**src/rtl/shift_pkg.sv**
```systemverilog
`default_nettype none
// ============================================================================
//  Module      : shift_pkg
//  Description : Shared encodings for the multi-cycle shift sequencer:
//                operation codes, controller FSM states and default width.
//  Config      : SHIFT_ROTATE_OP_EN (see shift_stage / shift_seq_ctrl)
//  Revision    : 1.0 - initial release
// ============================================================================
package shift_pkg;

  // Default datapath width; must be a power of two >= 4.
  localparam int DEFAULT_WIDTH = 32;

  // Operation encodings as presented on in_op.
  typedef enum logic [1:0] {
    OP_SLL = 2'b00,
    OP_SRL = 2'b01,
    OP_SRA = 2'b10,
    OP_ROR = 2'b11   // rotate right when enabled, otherwise aliases SRL
  } op_e;

  // Controller FSM encodings.
  typedef enum logic [1:0] {
    S_IDLE  = 2'b00,
    S_SHIFT = 2'b01,
    S_DONE  = 2'b10
  } state_e;

endpackage : shift_pkg
`default_nettype wire

```
**src/rtl/shift_stage.sv**
```systemverilog
`default_nettype none
// ============================================================================
//  Module      : shift_stage
//  Description : One combinational log-stage of the shifter. When en_i is
//                set, data_i is shifted by 2^k_i with the fill selected by
//                op_i; otherwise data_i passes through unchanged.
//  Ports       : data_i  - operand / partial result
//                op_i    - SLL / SRL / SRA / ROR (ROR aliases SRL unless
//                          SHIFT_ROTATE_OP_EN is defined)
//                k_i     - stage index, shift distance is 2^k_i
//                en_i    - apply this stage
//                data_o  - stage result
//  Config      : SHIFT_ROTATE_OP_EN - enables rotate-right on op 11
//  Revision    : 1.0 - initial release
// ============================================================================
module shift_stage
  import shift_pkg::*;
#(
  parameter int WIDTH = DEFAULT_WIDTH,
  parameter int SHW   = $clog2(WIDTH),
  parameter int KW    = $clog2(SHW)
) (
  input  logic [WIDTH-1:0] data_i,
  input  op_e              op_i,
  input  logic [KW-1:0]    k_i,
  input  logic             en_i,
  output logic [WIDTH-1:0] data_o
);

  // Largest stage distance is WIDTH/2, which fits in SHW bits.
  logic [SHW-1:0]   w_dist;
  logic [WIDTH-1:0] w_shifted;
`ifdef SHIFT_ROTATE_OP_EN
  // Left shift that brings the LSBs back in at the top. Modulo-WIDTH
  // negation equals WIDTH - dist because dist is never zero.
  logic [SHW-1:0]   w_rot_l;
`endif

  always_comb begin
    w_dist = SHW'(1) << k_i;
`ifdef SHIFT_ROTATE_OP_EN
    w_rot_l = -w_dist;
`endif
    w_shifted = data_i >> w_dist;
    unique case (op_i)
      OP_SLL: w_shifted = data_i << w_dist;
      OP_SRL: w_shifted = data_i >> w_dist;
      // The MSB of the partial result always equals the latched operand
      // sign, since earlier SRA stages only ever replicate it.
      OP_SRA: w_shifted = $unsigned($signed(data_i) >>> w_dist);
`ifdef SHIFT_ROTATE_OP_EN
      OP_ROR: w_shifted = (data_i >> w_dist) | (data_i << w_rot_l);
`else
      OP_ROR: w_shifted = data_i >> w_dist;
`endif
      default: w_shifted = data_i >> w_dist;
    endcase
    data_o = en_i ? w_shifted : data_i;
  end

endmodule : shift_stage
`default_nettype wire

```
**src/rtl/shift_seq_ctrl.sv**
```systemverilog
`default_nettype none
// ============================================================================
//  Module      : shift_seq_ctrl
//  Description : Multi-cycle shift sequencer. A single log-stage shifter is
//                reused over SHW cycles to perform SLL/SRL/SRA (and ROR when
//                enabled) on a WIDTH-bit operand. Request and result use
//                valid/ready handshakes.
//  Ports       : clk, rst            - clock, synchronous active-high reset
//                in_valid/in_ready   - request handshake
//                in_op, in_a, in_b   - operation, operand, shift amount
//                                      (only in_b[SHW-1:0] is used)
//                out_valid/out_ready - result handshake
//                out_s               - result, stable while out_valid
//                busy                - high whenever not IDLE
//  Config      : SHIFT_ROTATE_OP_EN - op 11 becomes rotate-right
//  Revision    : 1.0 - initial release
// ============================================================================
module shift_seq_ctrl
  import shift_pkg::*;
#(
  parameter int WIDTH = DEFAULT_WIDTH,
  parameter int SHW   = $clog2(WIDTH)
) (
  input  logic             clk,
  input  logic             rst,
  input  logic             in_valid,
  output logic             in_ready,
  input  logic [1:0]       in_op,
  input  logic [WIDTH-1:0] in_a,
  input  logic [WIDTH-1:0] in_b,
  output logic             out_valid,
  input  logic             out_ready,
  output logic [WIDTH-1:0] out_s,
  output logic             busy
);

  localparam int KW = $clog2(SHW);
  localparam logic [KW-1:0] c_LAST_STAGE = KW'(SHW - 1);

  state_e           state_q, state_d;
  logic [KW-1:0]    stage_q, stage_d;
  logic [WIDTH-1:0] data_q,  data_d;
  logic [SHW-1:0]   amt_q,   amt_d;
  op_e              op_q,    op_d;

  logic [WIDTH-1:0] w_stage_out;

  // Upper shift-amount bits are architecturally ignored.
  logic w_unused_b_hi;
  assign w_unused_b_hi = ^in_b[WIDTH-1:SHW];

  shift_stage #(
    .WIDTH (WIDTH),
    .SHW   (SHW),
    .KW    (KW)
  ) u_stage (
    .data_i (data_q),
    .op_i   (op_q),
    .k_i    (stage_q),
    .en_i   (amt_q[stage_q]),
    .data_o (w_stage_out)
  );

  always_ff @(posedge clk) begin
    if (rst) begin
      state_q <= S_IDLE;
      stage_q <= '0;
      data_q  <= '0;
      amt_q   <= '0;
      op_q    <= OP_SLL;
    end else begin
      state_q <= state_d;
      stage_q <= stage_d;
      data_q  <= data_d;
      amt_q   <= amt_d;
      op_q    <= op_d;
    end
  end

  always_comb begin
    state_d = state_q;
    stage_d = stage_q;
    data_d  = data_q;
    amt_d   = amt_q;
    op_d    = op_q;
    unique case (state_q)
      S_IDLE: begin
        if (in_valid) begin
          data_d  = in_a;
          amt_d   = in_b[SHW-1:0];
          op_d    = op_e'(in_op);
          stage_d = '0;
          state_d = S_SHIFT;
        end
      end
      S_SHIFT: begin
        data_d = w_stage_out;
        if (stage_q == c_LAST_STAGE) begin
          state_d = S_DONE;
        end else begin
          stage_d = stage_q + KW'(1);
        end
      end
      S_DONE: begin
        // data_q is not touched here, so the result holds across stalls.
        if (out_ready) begin
          state_d = S_IDLE;
        end
      end
      default: state_d = S_IDLE;
    endcase
  end

  assign in_ready  = (state_q == S_IDLE);
  assign out_valid = (state_q == S_DONE);
  assign busy      = (state_q != S_IDLE);
  assign out_s     = data_q;

endmodule : shift_seq_ctrl
`default_nettype wire

```
**config.mk**
```make
export PLATFORM = sky130hd
export DESIGN_NAME = shift_seq_ctrl
export DESIGN_NICKNAME = d
export VERILOG_FILES = /design/src/rtl/shift_pkg.sv /design/src/rtl/shift_stage.sv /design/src/rtl/shift_seq_ctrl.sv
export SDC_FILE = /design/constraint.sdc
export NUM_CORES = 1
export LEC_CHECK = 0
export CAP_MARGIN = 20
export CORE_ASPECT_RATIO = 0.6
export CORE_MARGIN = 2
export CORE_UTILIZATION = 55
export CTS_CLUSTER_DIAMETER = 150
export DETAILED_ROUTE_END_ITERATION = 6
export DONT_BUFFER_PORTS = 1
export PLACE_DENSITY_LB_ADDON = 0.3
export SLEW_MARGIN = 20
export SYNTH_ARGS = -nofsm -noshare
export SYNTH_HDL_FRONTEND = slang
export SYNTH_HIERARCHICAL = 1
export SYNTH_SLANG_ARGS = --single-unit
```
**constraint.sdc**
```tcl
create_clock -name clk -period 6.36 [get_ports clk]
set_input_delay 1.272 -clock clk [delete_from_list [all_inputs] [get_ports clk]]
set_output_delay 1.272 -clock clk [all_outputs]
set_load 0.01 [all_outputs]
```
* Word-level counts from Yosys, hierarchy flattened
Index checks and enable logic that the tools add are counted.
** Storage, ports and cells
- Bits in registers :: 44
- Bits of input ports :: 70
- Output and inout bits :: 35
** Cells by class
- $add $sub $neg :: 1
- Order comparisons :: 1
- Equality and inequality tests :: 11
- Shift operators :: 4
- Muxes and demuxes :: 13
- Reduce and logical (&&, ||, !) cells :: 9
** Operators by type and width (number)
- case mux 32 bit (3 select lines) :: 1
- 2-to-1 mux 32 bit :: 2
- case mux 32 bit (2 select lines) :: 1
- << shifter 32 x 5 -> 32 bit :: 1
- right shift 32 x 5 -> 32 bit :: 1
- >>> shifter 32 x 5 -> 32 bit :: 1
- AND reduction 3 bit :: 3
- == test 2 bit (second input constant) :: 3
- 2-to-1 mux 2 bit :: 3
- 2-to-1 mux 3 bit :: 2
- != test 2 bit (second input constant) :: 3
- case mux 2 bit (3 select lines) :: 1
- case mux 3 bit (2 select lines) :: 1
- << shifter 1 x 3 -> 5 bit (first input constant) :: 1
- == test 2 x 1 -> 1 bit (second input constant) :: 2
- zero test 2 bit :: 2
- less-than comparator 3 x 4 -> 1 bit (second input constant) :: 1
- != test 2 x 1 -> 1 bit (second input constant) :: 2
- nonzero test 2 bit :: 2
- adder 3 x 1 -> 3 bit (second input constant) :: 1
- binary-select mux 1 bit (select 3 bit) :: 1
- == test 3 bit (second input constant) :: 1
- AND reduction 2 bit :: 1
- OR reduction 2 bit :: 1
- 2-to-1 mux 1 bit :: 1

* Depth between registers and ports, before layout
- Depth after elaboration :: 5
- Mapped depth :: 11

* Modules after synthesis
The synthesis kept the hierarchy.
** By module, submodules not included
- shift_stage :: times used 1, cells an instance 594, area each 3716.1 um^2, sequential area each 0.0 um^2
- shift_seq_ctrl :: times used 1, cells an instance 241, area each 2174.6 um^2, sequential area each 880.8 um^2

* Worst setup path after synthesis
Ideal clock, no wire load.
- Path type :: register -> register
- Start point :: register stage_q[1]
- End point :: register data_q[8], in the netlist out_s[8]
- Data arrival time :: 2.085 ns
- Path slack :: 4.184 ns
- Stages on the path, launching flop included :: 10
- Buffers on the path :: 2
- Period minus slack after synthesis :: 2.176 ns
- Cells stage by stage :: dfxtp_1 > mux2i_1 > o22ai_1 > o21a_1 > clkbuf_1 > clkbuf_1 > o221ai_1 > o32ai_1 > nand2_1 > a311oi_1
** On the way
- Word-level cells in the longest chain between the ends :: 5
- Elaborated cells between the ends (all ways) :: 11
- Those cells by class :: 1 x eq/ne; 4 x shift; 5 x mux; 1 x reduce/logical
** RTL lines
- start: declaration :: RTL line shift_seq_ctrl.sv:41 : logic [KW-1:0] stage_q, stage_d;
- start signal: assignment :: RTL line shift_seq_ctrl.sv:73 : stage_q <= stage_d;
- << shifter 1 x 3 -> 5 bit * :: RTL line shift_stage.sv:40 : w_dist = SHW'(1) << k_i;
- right shift 32 x 5 -> 32 bit, or another cell as far along
- case mux 32 bit (3 select lines) * :: RTL line shift_stage.sv:45 : unique case (op_i)
- 2-to-1 mux 32 bit * :: RTL line shift_stage.sv:58 : data_o = en_i ? w_shifted : data_i;
- named net w_stage_out[8] :: RTL line shift_seq_ctrl.sv:46 : logic [WIDTH-1:0] w_stage_out;
- case mux 32 bit (2 select lines) * :: RTL line shift_seq_ctrl.sv:86 : unique case (state_q)
- end signal: assignment :: RTL line shift_seq_ctrl.sv:74 : data_q <= data_d;
- end: declaration :: RTL line shift_seq_ctrl.sv:42 : logic [WIDTH-1:0] data_q, data_d;
The timed path passes the listed nets; every way through them passes the cells marked *. The select of a mux whose other input is x is not followed.
A chain may end at the register's enable or synchronous reset.

* Worst setup path in the final report
- Start point :: register stage_q[0]
- End point :: register data_q[15], in the netlist out_s[15]
The elaborated chain is that of the path after synthesis.

==> results.cfg <==
[status]
status = finished with violations
violations = design-rule violations

[logic_synthesis]
synth_cells = 835
synth_ff_type = dfxtp_1
syn_area_sq_mm = 0.00589
ys_ff_latch = 44
synth_top_area_cell = dfxtp_1
synth_nets = 907
synth_edf_count = 0
avgSynthCellArea_sq_um = 7.05
synth_warnings = 6
synthDistinctLibCells = 82
synthArstFlopShare_pct = 0
netlist_top_cells_area = dfxtp_1 15%, a21oi_1 6.8%, a211oi_2 6.2%
synth_top_area_share_pct = 15.0
ys_seq_area_share_pct = 15.0

[power_and_ir_drop]
switchingPower_mw = 0.494
p_total_mw = 1.14
ir_drop_mv = 0.140
p_leak_nw = 1.83
comb_power_share_pct = 36.9
p_int_mw = 0.641
seqPwrFrac_pct = 36.7
pwr-share-clk_pct = 26.4
p_per_area_mw_per_mm2 = 200
p_sw_share_pct = 43.6

[cts]
cts_inserted_buffers = 5
cts.path.max_buffers = 2
htreeDepth = 2
clock_latency_ps = 290
root_buffer = clkbuf_16
cts_resized = 0
hold_buffers = 0
cts.sink_count = 44
cts_tree = yes
clk_pin_slew_ps = 60
cts_setup_buffers = 0

[setup_path]
critical_path_class = reg2reg
reg2reg_slack_ps = 2570
timing.rr.start = stage_q[0]
crit_required_ps = 6580
cp_max_fo = 63
endpoint_kind = flip-flop
critPathArrivalTime_ps = 4010
cp-start-kind = flip-flop
rr_worst_depth = 10
rr_endpoint = out_s[15]

[cells_and_area]
nNetsFinal = 814
post-route-util_pct = 54.2
layout-drive-gt1-share_pct = 11.6
fill_cells = 1010
antenna_cells = 0
area_growth_pct = -3.57

[global_routing]
grt_pass1_wl_um = 37200
overflow = 0
grt_max_degree = 66
grt_pass1_vias = 6116
grt.total_usage_pct = 42.4
antenna_found_initial = 0

[timing]
rsz0062_at_grt = false
relSlewSlack_pct = 31.2
setup_viol = 0
hold_viol_final = 0
clock-skew-final_ps = 4.03
fmax_mhz = 264
report.final.slew_viol_count = 0
period_minus_slack_ps = 3790
tightestPinTransition_ps = 1030
fin_tns_setup_ps = 0
fin_crit_sh_pct = 59.5

[die]
die-area_sq_mm = 0.0116
row_count = 29
coreArea_sq_mm = 0.0105
die_x_um = 138
die_h_um = 84.2
ios = 105
initial_core_util_pct = 56.2

[placed_design]
io_buffers = 0
dp_hpwl_um = 16500
gp_congestion = 1.05

[min_path]
min_path_cells = 2
min-delay-path-class = reg2reg
hold_end = amt_q[4]
hp-start = amt_q[4]

[drt]
drcViolationCount = 10
routed_via_density = 7.89
via_count = 6957
wirelength_um = 25300
wl_per_cell_um = 28.7
drt_iter0_drc = 1420
drtPass1Iterations = 7
detail-route-antenna-nets = 0

[run]
cap_violations = 0
kinds of logic after synthesis:
logic type	count (synthesis)	synth area share (%)
DFF	44	15.0
AOI/OAI and AO/OA	340	41.8
adders and majority gates	2	0.425
and+or+nand+nor	283	23.3
buffers and inverters	130	12.2
muxes	36	7.31
power groups by stage:
stage | Combinational [mW] | Clock, mW | Sequential (mW)
global placement | 0.388 | 0 | 0.414
CTS | 0.396 | 0.302 | 0.408
global route | 0.440 | 0.311 | 0.417
finish | 0.418 | 0.300 | 0.417
floorplan | 0.366 | 0 | 0.335
detailed placement | 0.394 | 0 | 0.414
Yosys cell counts (16+ instances only):
cell type and n:
o221ai_1 23, inv_1 16, mux2i_1 28, clkbuf_1 39, a211oi_2 29, buf_4 17
nand2_1 93, a211oi_1 17, buf_2 36, o21ai_0 62, nand3_1 18, nor2_1 84
nand2b_1 17, dfxtp_1 44, a21oi_1 80
cell type report:
| class | count | area (sq um) | area share [%] |
|---|---|---|---|
| clock buffer | 6 | 129 | 2.27 |
| clock inverter | 2 | 35.0 | 0.617 |
| inverter | 18 | 67.6 | 1.19 |
| multi-input combinational | 661 | 4300 | 75.6 |
| sequential | 44 | 890 | 15.7 |
| tap | 139 | 174 | 3.06 |
| timing repair buffer | 12 | 90.1 | 1.59 |
layout by cell type, fill, tap and decap left out, drive strengths merged, types with 5 or more instances in the layout:
master and instances:
nand2b 17, mux2i 28, o22a 5, buf 12
nor2b 10, mux4 5, o21a 5, a211oi 46
inv 18, dfxtp 44, a221oi 7, a22oi 15
nand4 5, a21oi 80, o211ai 6, clkbuf 6
nand3 18, nor2 93, a31oi 13, o22ai 14
a221o 5, nor4 6, and2 7, nand2 93
o221ai 23, nor3 10, or2 6, a32oi 8
o21ai 67
flip-flops by register name, summed over array words and instances (netlist names):
signal	count
op_q	2
state_q	2
amt_q	5
out_s	32
stage_q	3
routing by layer:
| metal | vias up | GRT usage (%) | part of all wire (%) |
|---|---|---|---|
| met2 | 671 | 57.6 | 38 |
| met3 | 140 | 18.2 | 16 |
| met1 | 3209 | 57.8 | 40 |
| met5 | - | 6.41 | 0.30 |
| met4 | 2 | 16.9 | 5.2 |
| li1 | 2935 | - | - |
worst max-delay path: stages (launching register included):
cell and delay [ps]:
dfxtp_4 490, buf_4 410, o21ai_0 160, o21a_1 140
buf_4 470, inv_1 440, nor2_1 500, o221ai_1 200
o21ai_0 520, nand2_1 160, a211oi_2 190
stage by stage:
step,hold WS [ps],instances,area [sq um],setup WS [ps]
finish,507,882,5680,2570
global route,531,882,5680,2420
CTS,504,882,5680,2790
detailed placement,489,874,5510,2800
global placement,476,874,5510,2810
floorplan,460,835,5890,4180
worst max path at each step:
stage,start,to,slack [ps],cells past startpoint
2_1_floorplan,stage_q[1],out_s[8],4180,9
3_3_place_gp,stage_q[0],out_s[15],2810,10
3_5_place_dp,stage_q[0],out_s[15],2800,10
4_1_cts,stage_q[0],out_s[15],2790,10
5_1_grt,stage_q[0],out_s[19],2420,11
6_report,stage_q[0],out_s[15],2570,10
Note: power is estimated with default switching activity, not from simulation.
